===== config.mk =====
export PLATFORM = sky130hd
export DESIGN_NAME = parity_frame_gen
export DESIGN_NICKNAME = d
export VERILOG_FILES = /design/src/rtl/parity_frame_gen.sv
export SDC_FILE = /design/constraint.sdc
export NUM_CORES = 1
export LEC_CHECK = 0
export ABC_AREA = 1
export CELL_PAD_IN_SITES_DETAIL_PLACEMENT = 1
export CELL_PAD_IN_SITES_GLOBAL_PLACEMENT = 1
export CORE_ASPECT_RATIO = 1.25
export CORE_MARGIN = 1.5
export CORE_UTILIZATION = 33
export CTS_CLUSTER_DIAMETER = 60
export DETAILED_ROUTE_END_ITERATION = 10
export PLACE_DENSITY = 0.85
export SYNTH_ARGS = -nofsm -noshare
export SYNTH_HDL_FRONTEND = slang
export SYNTH_SLANG_ARGS = --single-unit

===== constraint.sdc =====
create_clock -name clk -period 2 [get_ports clk]
set_input_delay 0.4 -clock clk [delete_from_list [all_inputs] [get_ports clk]]
set_output_delay 0.4 -clock clk [all_outputs]
set_load 0.005 [all_outputs]

===== src/rtl/parity_frame_gen.sv =====
// rtl/parity_frame_gen.sv - frame parity generator/checker over a valid/ready word stream
// Folds word parities across a frame, then holds the result until the sink takes it.
module parity_frame_gen #(
   parameter int WIDTH     = 8,
   parameter int FRAME_LEN = 4,
   parameter int CW        = $clog2(FRAME_LEN + 1)
) (
   input  logic             clk,
   input  logic             rst,
   input  logic             in_valid,
   output logic             in_ready,
   input  logic [WIDTH-1:0] data_in,
   input  logic             odd_sel,
   input  logic             chk_en,
   input  logic             par_in,
   input  logic             flush,
   output logic             out_valid,
   input  logic             out_ready,
   output logic             par_out,
   output logic             err,
   output logic [CW-1:0]    word_cnt
);

   typedef enum logic [1:0] {IDLE, ACCUM, DONE} state_t;

   state_t        state;
   logic          acc;
   logic          odd_lat;
   logic          chk_lat;
   logic          accept;
   logic          word_par;
   logic          finish;
   logic          nxt_acc;
   logic [CW-1:0] nxt_cnt;
   logic          fin_odd;
   logic          fin_chk;
   logic          par_val;

   assign in_ready = (state != DONE);
   assign accept   = in_valid && in_ready;
   assign word_par = ^data_in;

   // First word of a frame uses the live odd_sel/chk_en since they are only being latched now.
   always_comb begin
      nxt_acc = acc;
      nxt_cnt = word_cnt;
      fin_odd = odd_lat;
      fin_chk = chk_lat;
      finish  = 1'b0;
      case (state)
         IDLE: begin
            if (accept) begin
               nxt_acc = word_par;
               nxt_cnt = CW'(1);
               fin_odd = odd_sel;
               fin_chk = chk_en;
               finish  = (FRAME_LEN == 1) || flush;
            end
         end
         ACCUM: begin
            if (accept) begin
               nxt_acc = acc ^ word_par;
               nxt_cnt = word_cnt + CW'(1);
            end
            finish = flush || (accept && (nxt_cnt == CW'(FRAME_LEN)));
         end
         default: ;
      endcase
   end

   assign par_val = nxt_acc ^ fin_odd;

   always_ff @(posedge clk or posedge rst) begin
      if (rst) begin
         state     <= IDLE;
         acc       <= 1'b0;
         word_cnt  <= '0;
         odd_lat   <= 1'b0;
         chk_lat   <= 1'b0;
         out_valid <= 1'b0;
         par_out   <= 1'b0;
         err       <= 1'b0;
      end else begin
         case (state)
            IDLE: begin
               if (accept) begin
                  acc      <= nxt_acc;
                  word_cnt <= nxt_cnt;
                  odd_lat  <= odd_sel;
                  chk_lat  <= chk_en;
                  state    <= ACCUM;
               end
            end
            ACCUM: begin
               acc      <= nxt_acc;
               word_cnt <= nxt_cnt;
            end
            DONE: begin
               if (out_ready) begin
                  out_valid <= 1'b0;
                  acc       <= 1'b0;
                  word_cnt  <= '0;
                  state     <= IDLE;
               end
            end
            default: state <= IDLE;
         endcase
         // Frame end overrides the IDLE->ACCUM step above.
         if (finish) begin
            par_out   <= par_val;
            err       <= fin_chk & (par_in != par_val);
            out_valid <= 1'b1;
            state     <= DONE;
         end
      end
   end

endmodule


==> metrics.csv, run 1 <==
metric,value,unit
"commonest cells after routing, fill and taps aside","43 x nand2_1, 22 x clkdlybuf4s50_1, 21 x inv_1, 11 x dfrtp_1, 9 x nor2_1",
worst hold-check path type,in2async,
clock sink count,11,
CP startpoint kind,flip-flop,
GRT Util Overall,0.189,
root buffer cell,clkbuf_4,
post-route minimum period,1.90,ns
TritonCTS Buffers,3,
crit path max fanout,4,
sequential cell area fraction in the yosys report,0.302,
Compound-Gate Fraction of Synth Area,0.107,
Peak supply drop,0.000751,V
WP data arrival,1.50,ns
power share of the combinational group,0.674,
Ports,23,
Synth top area share,0.302,
Final Non-Filler Cells,198,
highest clock rate,0.527,GHz
post-synthesis mux area share,0,
Synth Area in Simple Gates,0.405,
yosys warns,0,
number of H-tree levels,1,
synth unique cells,24,
"Reg clk slew, reported paths",0.08,ns
Worst R2R Start,state[1],
DR vias,963,
antenna-violating nets left,0,
final net count,185,
CTS tree,yes,
Worst Path Required,1.60,ns
share of cells above drive strength 1,0.207,
final setup vio count,0,
Area contributors post-synth,"dfrtp_1 30%, nand2_1 18%, inv_1 9.1%",
worst slew pin tran,0.468,ns
Clock Skews,0.00385,ns
Switch Pwr,0.000779,W
die height,61.8,um
number of port buffers,22,
drt total wl,2690,um
total grt overflow,0,
largest net degree at the start of global routing,12,
Final Cycle Share,0.949,
Worst R2R Setup Slack,0.17,ns
status,completed,
worst slew margin relative to its limit,0.688,
Register-to-Register Path Depth,15,
Min Hold Slack,0.426,ns
dpl hpwl,2050,um
Synth Cell Area,912,um^2
Post-Syn Instances,135,
syn avg cell area,6.76,um^2
DRT iter0 DRCs,9,
routability cong.,0.832,
DRT Pass-1 Iters,2,
Vias/cell,4.86,
initial antenna violation count,0,
clock tree buffer depth,2,
Site Rows,21,
Cells after DPL,193,
area delta synth->final,36.9,%
fill count,351,
Ant. Diodes,0,
Die W,50.0,um
cell taking the most area after synthesis,dfrtp_1,
core area,2650,um^2
#FFs+latches synth,11,
Sw Ratio,0.472,
drt drc,0,
first-pass GRT wire length,4370,um
Clk network pwr share,0.098,
"Slew Viols, Final",0,
CP endpoint kind,output port,
syn nets,155,
WL/cell,13.6,um
Synth Area in XOR/XNOR,0.00960,
WS Path Type,reg2out,
Total Die Area,3090,um^2
reg-to-reg endpoint,err,
sequential share of power,0.227,
Pleak,0.642,nW
"most common cell after layout, fill and taps aside",nand2_1,
Cell Int Power,0.000873,W
"Clk Latency, worst-skew pair",0.28,ns
Adder-Cell Fraction of Synth Area,0.0549,
Final Hold Vio Count,0,
Max-cap violations,0,
vias in the first global route,1050,
RSZ-0062 raised after global routing,false,
Initial Utilization,0.344,
cts hold-fix bufs,0,
largest family of logic cells by synthesized area,simple AND/OR/NAND/NOR gates,
power density cells,1320,nW/um^2
==> cell type report <==
cell class	instances	area, um^2	area share
Clock buffer	4	26.3	0.0210
Inverter	29	111	0.0892
Multi-Input combinational cell	95	551	0.441
Sequential cell	11	275	0.220
Tap cell	34	42.5	0.0341
Timing Repair Buffer	25	243	0.194
==> registers in the layout, summed over array words and instances (netlist names) <==
signal     flops
state          2
odd_lat        1
chk_lat        1
word_cnt       3
acc            1
err            1
par_out        1
out_valid      1
==> power by group through the flow <==
stage	registers, W	clock network, W	logic, W
6_report	0.000375	0.000163	0.00111
5_1_grt	0.000386	0.000180	0.00122
4_1_cts	0.000370	0.000167	0.00108
3_5_place_dp	0.000372	0	0.00106
3_3_place_gp	0.000369	0	0.000994
2_1_floorplan	0.000366	0	0.000697
==> logic make-up after synthesis <==
kind of cell               after synthesis
and+or+nand+nor                         76
buffers and inverters                   29
AOI/OAI and AO/OA                       14
DFF                                     11
adders and majority gates                4
xor gates and xnor gates                 1
==> synthesized netlist by cell type (all sizes together) <==
library cell / n
a31oi: 2
a32o: 1
dfrtp: 11
ha: 4
inv: 29
nand2: 49
nand3: 9
nand4: 3
nor2: 13
o21ai: 6
o21bai: 1
o22ai: 2
o31ai: 2
or2: 2
xor2: 1
==> timing repair <==
| item | 4_1_cts | 5_1_grt |
|---|---|---|
| resized for setup | 1 | 5 |
| buffers inserted | 1 | 0 |
| setup endpoints to repair | 1 | 2 |
| gates cloned | 0 | 0 |
| pin swaps | 0 | 0 |
| endpoints found under the hold margin | 0 | 0 |
==> through the flow <==
step	worst slack, ns	utilization	TNS, ns	power [W]	cell area [um^2]
floorplan	0.342	-	0	0.00106	912
global placement	-0.00271	0.448	-0.00271	0.00136	1190
detailed placement	-0.146	0.448	-0.267	0.00143	1190
CTS	0.0558	0.462	0	0.00162	1230
global route	0.00421	0.471	0	0.00179	1250
finish	0.101	0.471	0	0.00165	1250
==> worst max-delay path by stage <==
stage / startpoint / end / slack (ns) / cells past startpoint
6_report: state[0] / in_ready / 0.10 / 4
5_1_grt: state[1] / err / 0.004 / 15
4_1_cts: state[0] / in_ready / 0.06 / 4
3_5_place_dp: data_in[6] / err / -0.15 / 16
3_3_place_gp: data_in[6] / err / -0.003 / 16
2_1_floorplan: state[0] / err / 0.34 / 17
==> critical path, cell delays in order, from the launching register on <==
cell             delay [ns]
dfrtp_1                0.37
inv_2                  0.07
ha_4                   0.18
inv_2                  0.09
clkdlybuf4s50_1        0.51
==> routing by layer <==
layer	track usage	vias to the layer above	routed length, um
met5	0	-	0
met4	0.0714	0	39
met3	0.0359	5	86
met2	0.400	20	1560
met1	0.178	459	1010
li1	-	479	-
(Power assumes the default switching activity.)
==> run 2, diff against run 1 <==
CORE_MARGIN = default   (was 1.5)
==> run 2 against run 1 <==
Clock skew up 0.0054 ns. Register-to-register slack worse by 0.03 ns. Largest power group unchanged. Clock power shrank 3%. Critical path type unchanged. Die area shrank 3.6%. Total power fell by 2.9%.
==> metrics.csv, run 2 (synthesized netlist as in run 1, its figures left out) <==
metric,value,unit,change
status,completed,,
CP Cell Sequence,inv_1 -> ha_2 -> inv_2 -> clkdlybuf4s50_1,,
drt total wl,2440,um,-9.3%
slowest CP cell,clkdlybuf4s50_1,,
Setup WS pre-CTS,-0.125,ns,+0.0214 ns
Worst Path Required,1.60,ns,about the same
reg-to-reg endpoint,err,,
Ant. Diodes,0,,unchanged
WL/cell,12.4,um,-8.9%
total grt overflow,0,,unchanged
WS Path Type,reg2out,,
CP endpoint kind,output port,,
number of port buffers,22,,unchanged
drt drc,0,,unchanged
die height,60.8,um,-1.6%
Largest Register,word_cnt,,
area of the multi-input gates,538,um^2,-2.3%
largest stage delay on the critical path,0.51,ns,about the same
Final Cycle Share,0.974,,+0.0249
antenna-violating nets left,0,,unchanged
"Slew Viols, Final",0,,unchanged
worst path bufs/invs,3,,unchanged
TritonCTS Buffers,3,,unchanged
"most common cell after layout, fill and taps aside",nand2_1,,
Final Hold Vio Count,0,,unchanged
"commonest cells after routing, fill and taps aside","43 x nand2_1, 22 x inv_1, 22 x clkdlybuf4s50_1, 11 x dfrtp_1, 9 x nor2_1",,
vias in the first global route,1023,,-2.6%
DR vias,933,,-3.1%
post-route minimum period,1.95,ns,+0.0497 ns
"Clk Latency, worst-skew pair",0.27,ns,about the same
Site Rows,20,,-4.8%
root buffer cell,clkbuf_4,,
RSZ-0062 raised after global routing,false,,
core area,2530,um^2,-4.8%
final setup vio count,0,,unchanged
power density cells,1300,nW/um^2,-1.9%
"Reg clk slew, reported paths",0.08,ns,about the same
first-pass GRT wire length,4120,um,-5.8%
post-route cell area,1230,um^2,-1.1%
max reg flops,3,,unchanged
Critical Path Sink,in_ready,,
biggest regs,"word_cnt: 3 flops, state: 2 flops",,
CP startpoint,state[0],,
dpl hpwl,2020,um,-1.5%
worst hold-check path type,in2async,,
DP Area,1190,um^2,-0.11%
Die W,49.0,um,-2.0%
WP data arrival,1.55,ns,+0.05 ns
fill count,343,,-2.3%
Vias/cell,4.74,,-2.6%
Register-to-Register Path Depth,17,,+2
share of cells above drive strength 1,0.201,,-0.00610
Reg area,275,um^2,unchanged
clock sink count,11,,unchanged
Total Die Area,2980,um^2,-3.6%
routability cong.,0.820,,-1.5%
area delta synth->final,35.4,%,
GRT Util Overall,0.181,,-0.00767
DRT Pass-1 Iters,2,,unchanged
total power,0.00160,W,-2.9%
final net count,185,,unchanged
worst slew margin relative to its limit,0.692,,+0.00448
Worst R2R Start,state[0],,
number of H-tree levels,1,,unchanged
worst slew pin tran,0.461,ns,-0.00671 ns
clock tree buffer depth,2,,unchanged
CP startpoint kind,flip-flop,,
CTS tree,yes,,
largest net degree at the start of global routing,12,,unchanged
Top Family by Delay on Critical Path,buffers and inverters,,
Ports,23,,unchanged
DRT iter0 DRCs,14,,+5
Clock Skews,0.00923,ns,+0.00538 ns
Worst R2R Setup Slack,0.14,ns,-0.03 ns
Max-cap violations,0,,unchanged
initial antenna violation count,0,,unchanged
Peak supply drop,0.000607,V,-19%
crit path max fanout,4,,unchanged
final worst setup slack,0.0515,ns,-0.0497 ns
Pleak,0.640,nW,-0.42%
cts hold-fix bufs,0,,unchanged
Initial Utilization,0.361,,+0.0172
critical path depth,4,,unchanged
highest clock rate,0.513,GHz,-2.6%
[run 2: power by group]
| part | leakage, nW | internal, W | switching [W] |
|---|---|---|---|
| logic | 0.491 | 0.000468 | 0.000604 |
| registers | 0.134 | 0.000316 | 0.0000562 |
| clock network | 0.0150 | 0.0000773 | 0.0000806 |
| total | 0.640 | 0.000862 | 0.000741 |
[run 2: timing repair]
| item | in CTS | in global routing |
|---|---|---|
| setup buffers | 1 | 0 |
| setup endpoints to repair | 1 | 1 |
| resized for setup | 1 | 2 |
[run 2: routing by layer]
| layer | vias to the layer above | global-route usage | part of all wire |
|---|---|---|---|
| li1 | 472 | - | - |
| met1 | 438 | 0.169 | 0.40 |
| met2 | 18 | 0.407 | 0.56 |
| met3 | 5 | 0.0150 | 0.019 |
| met4 | 0 | 0.0630 | 0.016 |
| met5 | - | 0 | 0 |
[run 2: worst reg2reg max path: cells and delay by family, from the launching register on]
kind                       cells  cell delay, ns
DFF                            1            0.39
buffers and inverters          6            0.39
adders and majority gates      1            0.23
AOI/OAI and AO/OA              1            0.10
and+or+nand+nor                9            0.64
[run 2: how the worst min path moves through the flow]
stage | startpoint | endpoint | slack, ns
after CTS | rst | word_cnt[0] | 0.45
after floorplan | rst | acc | 0.25
after detailed placement | out_valid | out_valid | 0.48
after global routing | rst | word_cnt[1] | 0.51
final | rst | word_cnt[0] | 0.42
after global placement | out_valid | out_valid | 0.47
[run 2: area by class of cell]
cell class / instances / area share
clock buffers: 4 / 0.0213
repair buffers: 25 / 0.197
flip-flops and latches: 11 / 0.223
inverters: 29 / 0.0902
well taps: 33 / 0.0334
multi-input cells: 95 / 0.436
[run 2: metrics by stage]
step | utilization | std cells | TNS [ns] | hold slack, ns
after floorplan | - | 135 | 0 | 0.252
after CTS | 0.485 | 197 | 0 | 0.446
after global routing | 0.489 | 197 | 0 | 0.512
after detailed placement | 0.470 | 192 | -0.202 | 0.479
after global placement | 0.470 | 192 | -0.00483 | 0.467
final | 0.489 | 197 | 0 | 0.425
==> run 3, diff against run 2 <==
CORE_ASPECT_RATIO = 1.4   (was 1.25)
HOLD_SLACK_MARGIN = 0.02   (was default)
==> run 3 against run 2 <==
Count of clock-buffer cells in the layout unchanged. Total power rose by 0.92%. Utilization fell by 0.92 points. Critical path type unchanged. Worst setup slack better by 0.029 ns. Highest routed layer unchanged. Flip-flop and latch count stayed put. Largest cell class unchanged. Register-to-register slack about the same.
==> metrics.csv, run 3 (synthesized netlist as in run 1, its figures left out) <==
metric,value,unit,change
largest net degree at the start of global routing,12,,unchanged
Top Family by Delay on Critical Path,buffers and inverters,,
"most common cell after layout, fill and taps aside",nand2_1,,
Ports,23,,unchanged
number of H-tree levels,1,,unchanged
CP Cell Sequence,inv_1 -> ha_4 -> inv_2 -> clkdlybuf4s50_1,,
dpl hpwl,1950,um,-3.6%
worst path bufs/invs,3,,unchanged
vias in the first global route,1002,,-2.1%
CP startpoint kind,flip-flop,,
share of cells above drive strength 1,0.201,,unchanged
Final Hold Vio Count,0,,unchanged
Final Non-Filler Cells,200,,+1.5%
total grt overflow,0,,unchanged
worst slew pin tran,0.450,ns,-0.0113 ns
Site Rows,22,,+10%
final net count,185,,unchanged
Switch Pwr,0.000752,W,+1.4%
WP data arrival,1.52,ns,-0.03 ns
routability cong.,0.841,,+2.6%
CTS tree,yes,,
antenna-violating nets left,0,,unchanged
Largest Register,word_cnt,,
reg-to-reg endpoint,err,,
Pleak,0.660,nW,+3.1%
WS Path Type,reg2out,,
"Slew Viols, Final",0,,unchanged
largest stage delay on the critical path,0.50,ns,about the same
Cells after DPL,195,,+1.6%
fill count,341,,-0.58%
Ant. Diodes,0,,unchanged
Peak supply drop,0.000696,V,+15%
status,completed,,
Final Cycle Share,0.960,,-0.0147
crit path max fanout,4,,unchanged
power share of the combinational group,0.670,,about the same
DRT iter0 DRCs,7,,-7
"Clk Latency, worst-skew pair",0.28,ns,about the same
Sw Ratio,0.465,,+0.00218
root buffer cell,clkbuf_4,,
clock sink count,11,,unchanged
slowest CP cell,clkdlybuf4s50_1,,
"commonest cells after routing, fill and taps aside","43 x nand2_1, 22 x inv_1, 20 x clkdlybuf4s50_1, 11 x dfrtp_1, 9 x nor2_1",,
max reg flops,3,,unchanged
number of port buffers,22,,unchanged
WL/cell,12.2,um,-1.5%
core area,2620,um^2,+3.5%
initial antenna violation count,0,,unchanged
cts hold-fix bufs,0,,unchanged
area delta synth->final,37.4,%,
Die W,46.4,um,-5.3%
Clock Skews,0.00262,ns,-0.00661 ns
final setup vio count,0,,unchanged
die height,64.2,um,+5.6%
worst hold-check path type,in2async,,
Worst R2R Setup Slack,0.14,ns,about the same
clock tree buffer depth,2,,unchanged
first-pass GRT wire length,3950,um,-4.0%
Worst Path Required,1.60,ns,about the same
Initial Utilization,0.349,,-0.0121
RSZ-0062 raised after global routing,false,,
Cell Int Power,0.000866,W,+0.51%
biggest regs,"word_cnt: 3 flops, state: 2 flops",,
post-route minimum period,1.92,ns,-0.0293 ns
power density cells,1290,nW/um^2,-0.59%
Vias/cell,4.82,,+1.7%
drt total wl,2440,um,about the same
DRT Pass-1 Iters,4,,+2
Max-cap violations,0,,unchanged
sequential share of power,0.232,,about the same
worst slew margin relative to its limit,0.700,,+0.00754
Clk network pwr share,0.098,,about the same
Worst R2R Start,state[0],,
GRT Util Overall,0.182,,+0.000340
highest clock rate,0.521,GHz,+1.5%
Final Util,0.479,,-0.00919
Register-to-Register Path Depth,14,,-3
DR vias,963,,+3.2%
CP endpoint kind,output port,,
"Reg clk slew, reported paths",0.07,ns,about the same
drt drc,0,,unchanged
TritonCTS Buffers,3,,unchanged
Total Die Area,2980,um^2,about the same
==> run 3: changes by cell type in the layout (fill, tap and decap cells not counted), sizes merged <==
cell,before,now
clkdlybuf4s50,22,20
dlymetal6s2s,0,2
==> run 3: power by group through the flow <==
stage                     Sequential (W)  Combinational (W)  Clock, W
after floorplan                 0.000366           0.000697         0
after global placement          0.000368           0.000997         0
after detailed placement        0.000374            0.00105         0
after CTS                       0.000370            0.00107  0.000163
after global routing            0.000383            0.00121  0.000167
final                           0.000375            0.00108  0.000158
==> run 3: cell type report <==
type                    instances  area, um^2  share of cell area
clock buffers                   4        26.3              0.0210
inverters                      29         111              0.0888
multi-input cells              95         548               0.437
flip-flops and latches         11         275               0.220
well taps                      36        45.0              0.0359
repair buffers                 25         248               0.198
==> run 3: stage by stage <==
stage / hold slack, ns / setup WS, ns / instance area, um^2 / setup TNS, ns / total power, W
final: 0.424 / 0.0808 / 1250 / 0 / 0.00162
after global routing: 0.481 / 0.00668 / 1250 / 0 / 0.00176
after CTS: 0.442 / 0.0179 / 1230 / 0 / 0.00160
after detailed placement: 0.473 / -0.112 / 1190 / -0.165 / 0.00142
after global placement: 0.465 / -0.0144 / 1190 / -0.0144 / 0.00136
after floorplan: 0.252 / 0.342 / 912 / 0 / 0.00106
==> run 3: what timing repair did <==
item,4_1_cts,5_1_grt
gates resized for setup,0,6
setup endpoints to repair,1,4
setup buffers,1,0
cloned,0,0
==> run 3: worst max path at each step <==
stage | start | end | slack (ns) | depth (start not counted)
6_report | state[0] | in_ready | 0.08 | 4
5_1_grt | data_in[3] | err | 0.007 | 16
4_1_cts | state[0] | in_ready | 0.02 | 4
3_5_place_dp | data_in[6] | err | -0.11 | 16
3_3_place_gp | data_in[2] | err | -0.01 | 16
2_1_floorplan | state[0] | err | 0.34 | 17
==> run 3: per-layer routing <==
| metal | GRT usage | wire length [um] | vias up |
|---|---|---|---|
| met1 | 0.204 | 896 | 453 |
| met4 | 0.107 | 68 | 0 |
| met2 | 0.311 | 1370 | 27 |
| li1 | - | - | 476 |
| met5 | 0 | 0 | - |
| met3 | 0.0169 | 102 | 7 |
==> edit 1: new RTL, settings of run 1 <==
`FRAME_LEN`: 4 -> 8.
--- a/src/rtl/parity_frame_gen.sv
+++ b/src/rtl/parity_frame_gen.sv
@@ -2,7 +2,7 @@
 // Folds word parities across a frame, then holds the result until the sink takes it.
 module parity_frame_gen #(
    parameter int WIDTH     = 8,
-   parameter int FRAME_LEN = 4,
+   parameter int FRAME_LEN = 8,
    parameter int CW        = $clog2(FRAME_LEN + 1)
 ) (
    input  logic             clk,
Interface: changed (resized word_cnt); port bits go from 23 to 24. No check against the original RTL was run, so the function may have changed too.
==> edit 1 against run 1 <==
  * Core utilization rose by 1.3 points
  * Power rose by 0.14%
  * Final area rose by 5.8%
  * Count of clock-buffer cells in the layout did not move
  * Sequential power rose by 9.9%
  * Sequential share of layout area rose by 0.68 points
  * Global-route usage rose by 0.22 points
  * Sequential cell count rose by 1
  * Clock skew rose by 0.0044 ns
  * Worst setup slack got worse by 0.028 ns
  * Wire length rose by 4.7%
  * Register-to-register slack got worse by 0.097 ns
  * Synthesized area rose by 5.1%
  * Critical path type is now reg -> reg
==> edit 1: results (changes against run 1) <==
outcome=finished, final reports clean; multiplexer share of the synthesized area=0 (unchanged); Max Fanout on Critical Path=6 (+2); WL final=2817 µm (+4.7%); grt met1 use=0.2068 (+0.02880); metal3 WL=75 µm (-13%); postcts setup bufs=0 (-1); Async SR Flop Fraction=1.000 (unchanged); met3 Use GR=0.02370 (-0.01219); CP Capture Type=register; sw power=765.0 µW (-1.8%); compound-cell area share of the yosys netlist=0.1031 (-0.003863); total sequential power=412 µW (+9.9%); leading registers by flop count=word_cnt x4, state x2; largest net degree at the start of global routing=13 (+1); DR iter-0 viols=16 (+7); VDD IR max=0.7708 mV (+2.6%); CP max stage cell=dfrtp_1; static leakage=0.0006934 µW (+7.9%); CP peak stage delay=0.41 ns (-0.10 ns); DR WL met2=1587 µm (+1.9%); Post-synth top cells=nand2_1 (44), inv_1 (26), dfrtp_1 (12); placed cell count=205 (+6.2%); hold slack=0.4244 ns (-0.001270 ns); f_max=519.0 MHz (-1.4%); reg2reg setup slack=0.07 ns (-0.10 ns); Yosys cell types=26 (+8.3%); Arrival @ worst endpoint=2.12 ns (+0.62 ns); top cells by area, synth=dfrtp_1 (31%), nand2_1 (17%), inv_1 (10%); Post-Synth XOR/XNOR Area=0.02611 (+0.01651); Post-Synth Adder-Cell Area=0.05222 (-0.002650); Initial DRT Pass Iterations=4 (+2); drt wl/cell=13.48 µm (-0.83%); register area share after synthesis=0.3133 (+0.01153); reg2reg path depth=13 (-2); global-route wire length before repair=4740 µm (+8.4%); GP Congestion=0.7910 (-5.0%); Mean Syn Cell Area=6.656 µm² (-1.5%); met2 usage=0.3636 (-0.03674); total power=1654 µW (+0.14%); Final #Nets=196 (+5.9%); worst clock skew=0.008295 ns (+0.004449 ns); Logic power comb=1030 µW (-7%); port bufs=23 (+4.5%); ys flop type=dfrtp_1; M1 wire length=1103 µm (+9.4%); post-synth net total=164 (+5.8%); # fillers=364 (+3.7%)
edit 1: cell types whose count changed after synthesis, sizes merged, moves of 2 or more:
cell / delta
o31ai: -2
nand3: +4
a21oi: +4
inv: +2
o21ai: +2
nor2: -3
edit 1: logic make-up (layout without fill, tap and decap cells):
kind of cell / Yosys count / after routing
flip-flops: 12 / 12
adder cells (fa/ha/maj): 4 / 4
buffers and inverters: 32 / 63
AO/OA/AOI/OAI: 17 / 17
AND/OR/NAND/NOR: 77 / 77
XOR/XNOR: 2 / 2
edit 1: final cells by class:
type	count	area, µm²	area share
sequential	12	300.3	0.2273
timing repair buffer	28	270.3	0.2045
tap	34	42.54	0.03220
inverter	31	118.9	0.08996
multi-input combinational	100	553.0	0.4186
clock buffer	4	36.28	0.02746
edit 1: repair_timing:
| item | 4_1_cts | 5_1_grt |
|---|---|---|
| endpoints found under the setup margin | 1 | 3 |
| pin swaps | 0 | 1 |
| resized for setup | 1 | 6 |
| hold endpoints to repair | 0 | 0 |
==> edit 2: new RTL, settings of run 1 <==
Made on the original files. Register the output `word_cnt` once more, without a reset; this adds one clock of latency there. The other outputs are not delayed to match.
--- a/src/rtl/parity_frame_gen.sv
+++ b/src/rtl/parity_frame_gen.sv
@@ -23,6 +23,8 @@
 
    typedef enum logic [1:0] {IDLE, ACCUM, DONE} state_t;
 
+   logic [CW-1:0] word_cnt_s0;
+
    state_t        state;
    logic          acc;
    logic          odd_lat;
@@ -43,7 +45,7 @@
    // First word of a frame uses the live odd_sel/chk_en since they are only being latched now.
    always_comb begin
       nxt_acc = acc;
-      nxt_cnt = word_cnt;
+      nxt_cnt = word_cnt_s0;
       fin_odd = odd_lat;
       fin_chk = chk_lat;
       finish  = 1'b0;
@@ -60,7 +62,7 @@
          ACCUM: begin
             if (accept) begin
                nxt_acc = acc ^ word_par;
-               nxt_cnt = word_cnt + CW'(1);
+               nxt_cnt = word_cnt_s0 + CW'(1);
             end
             finish = flush || (accept && (nxt_cnt == CW'(FRAME_LEN)));
          end
@@ -74,7 +76,7 @@
       if (rst) begin
          state     <= IDLE;
          acc       <= 1'b0;
-         word_cnt  <= '0;
+         word_cnt_s0 <= '0;
          odd_lat   <= 1'b0;
          chk_lat   <= 1'b0;
          out_valid <= 1'b0;
@@ -85,7 +87,7 @@
             IDLE: begin
                if (accept) begin
                   acc      <= nxt_acc;
-                  word_cnt <= nxt_cnt;
+                  word_cnt_s0 <= nxt_cnt;
                   odd_lat  <= odd_sel;
                   chk_lat  <= chk_en;
                   state    <= ACCUM;
@@ -93,13 +95,13 @@
             end
             ACCUM: begin
                acc      <= nxt_acc;
-               word_cnt <= nxt_cnt;
+               word_cnt_s0 <= nxt_cnt;
             end
             DONE: begin
                if (out_ready) begin
                   out_valid <= 1'b0;
                   acc       <= 1'b0;
-                  word_cnt  <= '0;
+                  word_cnt_s0 <= '0;
                   state     <= IDLE;
                end
             end
@@ -115,5 +117,9 @@
       end
    end
 
+   always_ff @(posedge clk) begin
+      word_cnt <= word_cnt_s0;
+   end
+
 endmodule
 
Behaviour: not the same (Yosys sat finds a counterexample within 4 cycles, from zero or initial values and one cycle with rst high).
==> edit 2 against run 1 <==
  * Synthesized area rose by 6.0%
  * Sequential cell count rose by 3
  * Register-to-register slack got worse by 0.02 ns
  * Combinational power fell by 11%
  * Worst setup slack improved by 0.043 ns
  * Wire length fell by 11%
  * Power fell by 1.6%
  * Critical path depth fell by 1
  * First-iteration DRC count rose by 44%
  * Final area rose by 4.6%
  * Largest power group unchanged
==> edit 2: results (changes against run 1) <==
outcome=finished, final reports clean; DR iter-0 viols=13 (+4); Worst Hold Class=in -> async; # fillers=361 (+2.8%); initial antenna violation count=0 (unchanged); largest net degree at the start of global routing=12 (unchanged); vias in the first global route=1028 (-2.1%); post-synth net total=158 (+1.9%); Clock Pin Slew Worst Setup and Hold Paths=0.09 ns; ys flop type=dfrtp_1; sw frac=0.4336 (-0.03795); static leakage=0.0006754 µW (+5.1%); max-slew headroom at the worst pin=0.7026 (+0.01498); gr usage total=0.1721 (-0.01693); Post-synth top cells=nand2_1 (40), inv_1 (24), dfrtp_1 (11); register area share after synthesis=0.3467 (+0.04492); H-tree lvl count=1 (unchanged); Final HPWL DP=1935 µm (-5.8%); placed cell count=196 (+1.6%); Arrival @ worst endpoint=1.46 ns (-0.04 ns); VDD IR max=0.5697 mV (-24%); Final #Nets=190 (+2.7%); total CTS buffers=3 (unchanged); Yosys cell types=27 (+13%); top cells by area, synth=dfrtp_1 (28%), nand2_1 (16%), inv_1 (9.3%); global-route wire length before repair=4298 µm (-1.7%); Placement Cell Area=0.001245 mm² (+4.6%); Async SR Flop Fraction=0.7857 (-0.2143); worst clock skew=0.003225 ns (-0.0006214 ns); GP Congestion=0.7994 (-4.0%); clk_lat worst skew=0.28 ns (about the same); Initial DRT Pass Iterations=4 (+2); ant diodes=0 (unchanged); drt wl/cell=11.85 µm (-13%); vias per std cell=4.798 (-1.3%); Gate Count Post-Synth=138 (+2.2%); share of cells above drive strength 1=0.2012 (-0.006134); via count=974 (+1.1%); leading registers by flop count=word_cnt x3, word_cnt_s0 x3, state x2
edit 2: critical path: stages, from the launching register on:
cell,delay (ns)
dfrtp_1,0.43
ha_4,0.19
inv_2,0.06
clkdlybuf4s50_1,0.49
edit 2: layout make-up:
class                   count  area [µm²]  area share
well taps                  34       42.54     0.03257
multi-input cells          96       536.8      0.4109
clock buffers               4       26.28     0.02011
repair buffers             27       257.7      0.1973
flip-flops and latches     14       335.3      0.2567
inverters                  28       107.6     0.08238
edit 2: metal layers:
layer,global-route usage,vias to the layer above,wire length [µm]
met3,0.03555,4,50
met2,0.3221,11,1381
met5,0,-,0
li1,-,493,-
met4,0.06579,0,34
met1,0.1805,466,940
edit 2: path summary, 6_finish.rpt:
check | from | to | slack [ns] | cells past startpoint
max | state[1] | in_ready | 0.14 | 3
min | rst | err | 0.41 | 2
max reg2reg | state[0] | err | 0.15 | 12
min reg2reg | word_cnt_s0[2] | word_cnt[2] | 0.42 | 0
max in group asynchronous | rst | chk_lat | 1.28 | 2
min in group clk | word_cnt_s0[2] | word_cnt[2] | 0.42 | 0
edit 2: cell families after synthesis:
| kind of cell | synth area share |
|---|---|
| AO/OA/AOI/OAI | 0.09444 |
| buffers and inverters | 0.1113 |
| XOR/XNOR | 0.009057 |
| adder cells (fa/ha/maj) | 0.05175 |
| AND/OR/NAND/NOR | 0.3868 |
| flip-flops | 0.3467 |
edit 2: repair_timing:
item | CTS | global route
pin swaps | 0 | 0
buffers inserted | 3 | 0
resized for setup | 0 | 3
hold buffers | 0 | 0
endpoints found under the setup margin | 1 | 2
hold endpoints to repair | 0 | 0
edit 2: power groups by stage:
stage          clock network (µW)  registers (µW)  logic [µW]
2_1_floorplan                   0             455         608
3_5_place_dp                    0             466         933
3_3_place_gp                    0             458         889
6_report                      171             465         988
5_1_grt                       193             475        1110
4_1_cts                       179             462         983
edit 2: through the flow:
step / power [µW] / setup slack, ns / hold slack, ns / TNS, ns
floorplan: 1063 / 0.3857 / 0.2524 / 0
global placement: 1347 / 0.01754 / 0.3881 / 0
detailed placement: 1400 / -0.1047 / 0.3965 / -0.1207
CTS: 1624 / 0.04424 / 0.4165 / 0
global route: 1775 / 0.01869 / 0.4298 / 0
finish: 1625 / 0.1438 / 0.4147 / 0
